File: src/rtl/cond_exec_stage.sv
// Execute-stage conditional-execution unit: NZCV flag register, condition check,
// control gating and the E->M control register. Optional squash counter: COND_SQUASH_CNT_EN.
module cond_exec_stage #(
  parameter logic [3:0] FLAG_RST = 4'b0000,
  parameter int unsigned CNT_W   = 16
) (
  input  logic       clk,
  input  logic       reset,
  input  logic       Stall,
  input  logic       Flush,
  input  logic       ValidE,
  input  logic [3:0] CondE,
  input  logic [1:0] FlagWriteE,
  input  logic [3:0] ALUFlags,
  input  logic       PCSrcE,
  input  logic       RegWriteE,
  input  logic       MemWriteE,
  input  logic       BranchE,
  output logic [3:0] Flags,
  output logic       CondExE,
  output logic       BranchTakenE,
  output logic       PCSrcM,
  output logic       RegWriteM,
  output logic       MemWriteM
`ifdef COND_SQUASH_CNT_EN
  ,
  output logic [CNT_W-1:0] SquashCnt
`endif
);

  typedef enum logic [3:0] {
    C_EQ = 4'b0000, C_NE, C_CS, C_CC, C_MI, C_PL, C_VS, C_VC,
    C_HI, C_LS, C_GE, C_LT, C_GT, C_LE, C_AL, C_NV
  } cond_e;

  logic [3:0] r_flags;
  logic       r_pcsrc_m;
  logic       r_regwrite_m;
  logic       r_memwrite_m;

  cond_e      w_cond;
  logic       w_n, w_z, w_c, w_v;
  logic       w_pass;
  logic       w_exec;

  assign w_cond = cond_e'(CondE);
  assign {w_n, w_z, w_c, w_v} = r_flags;

  // Condition is judged on the registered flags only; no bypass from ALUFlags.
  always_comb begin
    w_pass = 1'b0;
    case (w_cond)
      C_EQ: w_pass = w_z;
      C_NE: w_pass = ~w_z;
      C_CS: w_pass = w_c;
      C_CC: w_pass = ~w_c;
      C_MI: w_pass = w_n;
      C_PL: w_pass = ~w_n;
      C_VS: w_pass = w_v;
      C_VC: w_pass = ~w_v;
      C_HI: w_pass = w_c & ~w_z;
      C_LS: w_pass = ~w_c | w_z;
      C_GE: w_pass = (w_n == w_v);
      C_LT: w_pass = (w_n != w_v);
      C_GT: w_pass = ~w_z & (w_n == w_v);
      C_LE: w_pass = w_z | (w_n != w_v);
      C_AL: w_pass = 1'b1;
      C_NV: w_pass = 1'b0;
      default: w_pass = 1'b0;
    endcase
  end

  assign w_exec       = ValidE & w_pass;
  assign CondExE      = w_pass;
  assign BranchTakenE = BranchE & w_pass & ValidE;

  // Flush does not block a flag update; only Stall does.
  always_ff @(posedge clk or posedge reset) begin
    if (reset) begin
      r_flags <= FLAG_RST;
    end else if (~Stall & w_exec) begin
      if (FlagWriteE[1]) r_flags[3:2] <= ALUFlags[3:2];
      if (FlagWriteE[0]) r_flags[1:0] <= ALUFlags[1:0];
    end
  end

  always_ff @(posedge clk or posedge reset) begin
    if (reset) begin
      r_pcsrc_m    <= 1'b0;
      r_regwrite_m <= 1'b0;
      r_memwrite_m <= 1'b0;
    end else if (Flush) begin
      r_pcsrc_m    <= 1'b0;
      r_regwrite_m <= 1'b0;
      r_memwrite_m <= 1'b0;
    end else if (~Stall) begin
      r_pcsrc_m    <= PCSrcE    & w_exec;
      r_regwrite_m <= RegWriteE & w_exec;
      r_memwrite_m <= MemWriteE & w_exec;
    end
  end

  assign Flags     = r_flags;
  assign PCSrcM    = r_pcsrc_m;
  assign RegWriteM = r_regwrite_m;
  assign MemWriteM = r_memwrite_m;

`ifdef COND_SQUASH_CNT_EN
  logic [CNT_W-1:0] r_squash_cnt;

  // Saturating count of valid instructions that failed their condition.
  always_ff @(posedge clk or posedge reset) begin
    if (reset) begin
      r_squash_cnt <= '0;
    end else if (~Stall & ValidE & ~w_pass & (r_squash_cnt != '1)) begin
      r_squash_cnt <= r_squash_cnt + CNT_W'(1);
    end
  end

  assign SquashCnt = r_squash_cnt;
`endif

endmodule

File: config.mk
export PLATFORM = sky130hd
export DESIGN_NAME = cond_exec_stage
export DESIGN_NICKNAME = d
export VERILOG_FILES = /design/src/rtl/cond_exec_stage.sv
export SDC_FILE = /design/constraint.sdc
export NUM_CORES = 1
export LEC_CHECK = 0
export ABC_AREA = 1
export CORE_MARGIN = 2
export CORE_UTILIZATION = 41
export CTS_CLUSTER_SIZE = 25
export DETAILED_ROUTE_END_ITERATION = 7
export GPL_TIMING_DRIVEN = 1
export PLACE_DENSITY_LB_ADDON = 0.2
export SLEW_MARGIN = 20
export SYNTH_ARGS = -nofsm -noshare
export SYNTH_HDL_FRONTEND = slang
export SYNTH_SLANG_ARGS = --single-unit
File: constraint.sdc
create_clock -name clk -period 3.05 [get_ports clk]
set_input_delay 0.4575 -clock clk [delete_from_list [all_inputs] [get_ports clk]]
set_output_delay 0.4575 -clock clk [all_outputs]
set_load 0.02 [all_outputs]
==> results.json <==
{
  "outcome": "finished, final reports clean",
  "dieArea_sq_mm": 0.00167,
  "antenna_found_initial": 0,
  "cap_violations": 0,
  "power_uw": 559,
  "switching_share": 0.446,
  "synthDistinctLibCells": 15,
  "drcViolationCount": 0,
  "startpoint_type": "input pin",
  "initial_core_util": 0.433,
  "regArea_sq_um": 175,
  "post-dp-hpwl_mm": 1.10,
  "drtAntennaViolNets": 0,
  "cpMostUsedCell": "nand2_1",
  "r2r_end": "Flags[3]",
  "syn_nets": 105,
  "io_buffer_count": 27,
  "wl_per_cell_um": 9.92,
  "worst_hold_slack_ns": 0.427,
  "fin_util": 0.682,
  "antennaDiodeCount": 0,
  "grt_pass1_vias": 521,
  "grt_max_degree": 8,
  "crit_buf_inv": 3,
  "clock_latency_ns": 0.26,
  "setup_viol": 0,
  "worstMarginPinSlew_ns": 0.278,
  "worstHoldPathType": "input pin to async pin",
  "vias": 632,
  "cpPeakStageDelay_ns": 0.60,
  "crit_family": "buffers and inverters",
  "rows": 13,
  "ios": 28,
  "final_common_cell": "nand2_1",
  "htreeDepth": 1,
  "worstSetupEndpointType": "output pin",
  "internal_power_uw": 310,
  "drt_first_pass_iters": 4,
  "core_area_sq_mm": 0.00128,
  "final_nets": 137,
  "grt_pass1_wl_mm": 2.04,
  "ir_drop_mv": 0.399,
  "cp_slowest_cell": "clkdlybuf4s50_1",
  "cts_sinks": 7,
  "cts-buffers-inserted": 3,
  "switchingPower_uw": 249,
  "routed_wl_mm": 1.31,
  "final_cell_mix": "nand2_1 (37), clkdlybuf4s50_1 (27), inv_1 (11)",
  "finalCriticalPeriod_ns": 2.94,
  "hold_violations": 0,
  "leakage_uw": 0.000430,
  "fillerInstances": 118,
  "path_cells": "clkdlybuf4s50_1 -> nor2_2 -> nand3_1 -> nand2_1 -> inv_1 -> nand2_1 -> nand2_1 -> nand3_2 -> nand2_2 -> nand3_4 -> and3_2 -> clkdlybuf4s50_1",
  "syn2layout_area_growth_pct": 57.3,
  "slew_violations": 0,
  "required_ns": 2.59,
  "p_comb_frac": 0.557,
  "slew_headroom": 0.815,
  "drive_gt1_frac": 0.137,
  "drtIter0Drc": 13,
  "rrSetupSlack_ns": 1.54,
  "gp_congestion": 0.793,
  "ff2ff_path_depth": 13,
  "pwr-share-clk": 0.157,
  "final.setup.tns_ns": 0,
  "grt_usage": 0.188,
  "dpl_cell_area_sq_um": 846,
  "cts_max_path_buffers": 2,
  "viasPerCell": 4.79,
  "postSynthAreaPerCell_sq_um": 6.47,
  "max_freq_ghz": 0.341,
  "cp.arrival_ns": 2.48,
  "syn_area_sq_um": 557,
  "yosysSeqAreaShare": 0.315,
  "post-cts-setup-buffers": 0,
  "ys_seq_elements": 7,
  "r2r-start": "Flags[0]",
  "power.density_mw_per_mm2": 638,
  "clkSlewWorstSetupHoldPaths_ns": 0.06,
  "gr-total-overflow": 0,
  "timing.final.crit_share": 0.962,
  "rsz0062_at_grt": "no",
  "crit_path_max_fanout": 5,
  "path_class": "input pin to output pin",
  "die_y_um": 40.9,
  "root_buffer": "clkbuf_4",
  "synthCells": 86,
  "cts_tree": "built",
  "fin_skew_ns": 0.00946,
  "fp.dieW_um": 40.9,
  "multi_input_area_sq_um": 339,
  "yosysWarningCount": 0,
  "power_frac_seq": 0.286,
  "design_area_sq_um": 876
}
## synth_stat cells, drive strengths merged
cell type | n | area, sq um
a21oi | 1 | 5.00
nor2 | 8 | 45.0
nand4 | 3 | 18.8
nand3 | 12 | 95.1
inv | 12 | 45.0
nand2 | 38 | 145
o21ai | 4 | 20.0
and3 | 1 | 7.51
dfrtp | 7 | 175
## stage by stage
| stage | instances | worst slack (ns) |
|---|---|---|
| after floorplan | 86 | 1.18 |
| after global placement | 128 | 0.129 |
| after detailed placement | 128 | 0.122 |
| after CTS | 132 | 0.117 |
| after global routing | 132 | 0.0261 |
| final | 132 | 0.115 |
## power groups by stage
stage          clock, uW  sequential [uW]  combinational (uW)
6_report            87.9              160                 311
5_1_grt             96.7              163                 344
4_1_cts             91.7              159                 311
3_5_place_dp           0              160                 309
3_3_place_gp           0              159                 308
2_1_floorplan          0              185                 158
## cells by family after synthesis
family	share of synthesized area
buffers and inverters	0.0809
DFF	0.315
AOI/OAI and AO/OA	0.0449
and+or+nand+nor	0.560
## final cells by class
type,count,area share
timing repair buffer,27,0.309
multi-input combinational,67,0.387
clock buffer,3,0.0257
inverter,12,0.0514
clock inverter,1,0.00571
sequential,7,0.200
tap,15,0.0214
## what timing repair did
action	4_1_cts	5_1_grt
endpoints found under the setup margin	0	1
hold buffers	0	0
gates resized for setup	0	1
## metal layers
metal,part of all wire,global-route usage,vias to the layer above
li1,-,-,334
met4,0,0.0750,0
met2,0.49,0.316,26
met5,0,0,-
met1,0.43,0.223,272
met3,0.075,0.0489,0
## worst reg2reg max path, cell delays in order, from the launching register on
cell     delay [ns]
dfrtp_1        0.44
inv_1          0.12
nand2_1        0.07
nand2_1        0.09
nand3_1        0.07
nand2_1        0.06
nand2_1        0.06
nand3_2        0.07
nand2_2        0.06
nand3_4        0.09
nand3_4        0.11
nor2_2         0.12
nand2_1        0.06
nand2_1        0.05
## how the worst max path moves through the flow
stage / from / end / slack, ns / cells past startpoint
4_1_cts: CondE[1] / BranchTakenE / 0.12 / 12
3_3_place_gp: CondE[1] / BranchTakenE / 0.13 / 12
2_1_floorplan: Flags[0] / BranchTakenE / 1.18 / 10
3_5_place_dp: CondE[1] / BranchTakenE / 0.12 / 12
6_report: CondE[1] / BranchTakenE / 0.11 / 12
5_1_grt: CondE[1] / BranchTakenE / 0.03 / 12
## state kept, by name (all words and copies together), names as in the netlist
signal,cells
PCSrcM,1
MemWriteM,1
Flags,4
RegWriteM,1
(Power assumes the default switching activity.)
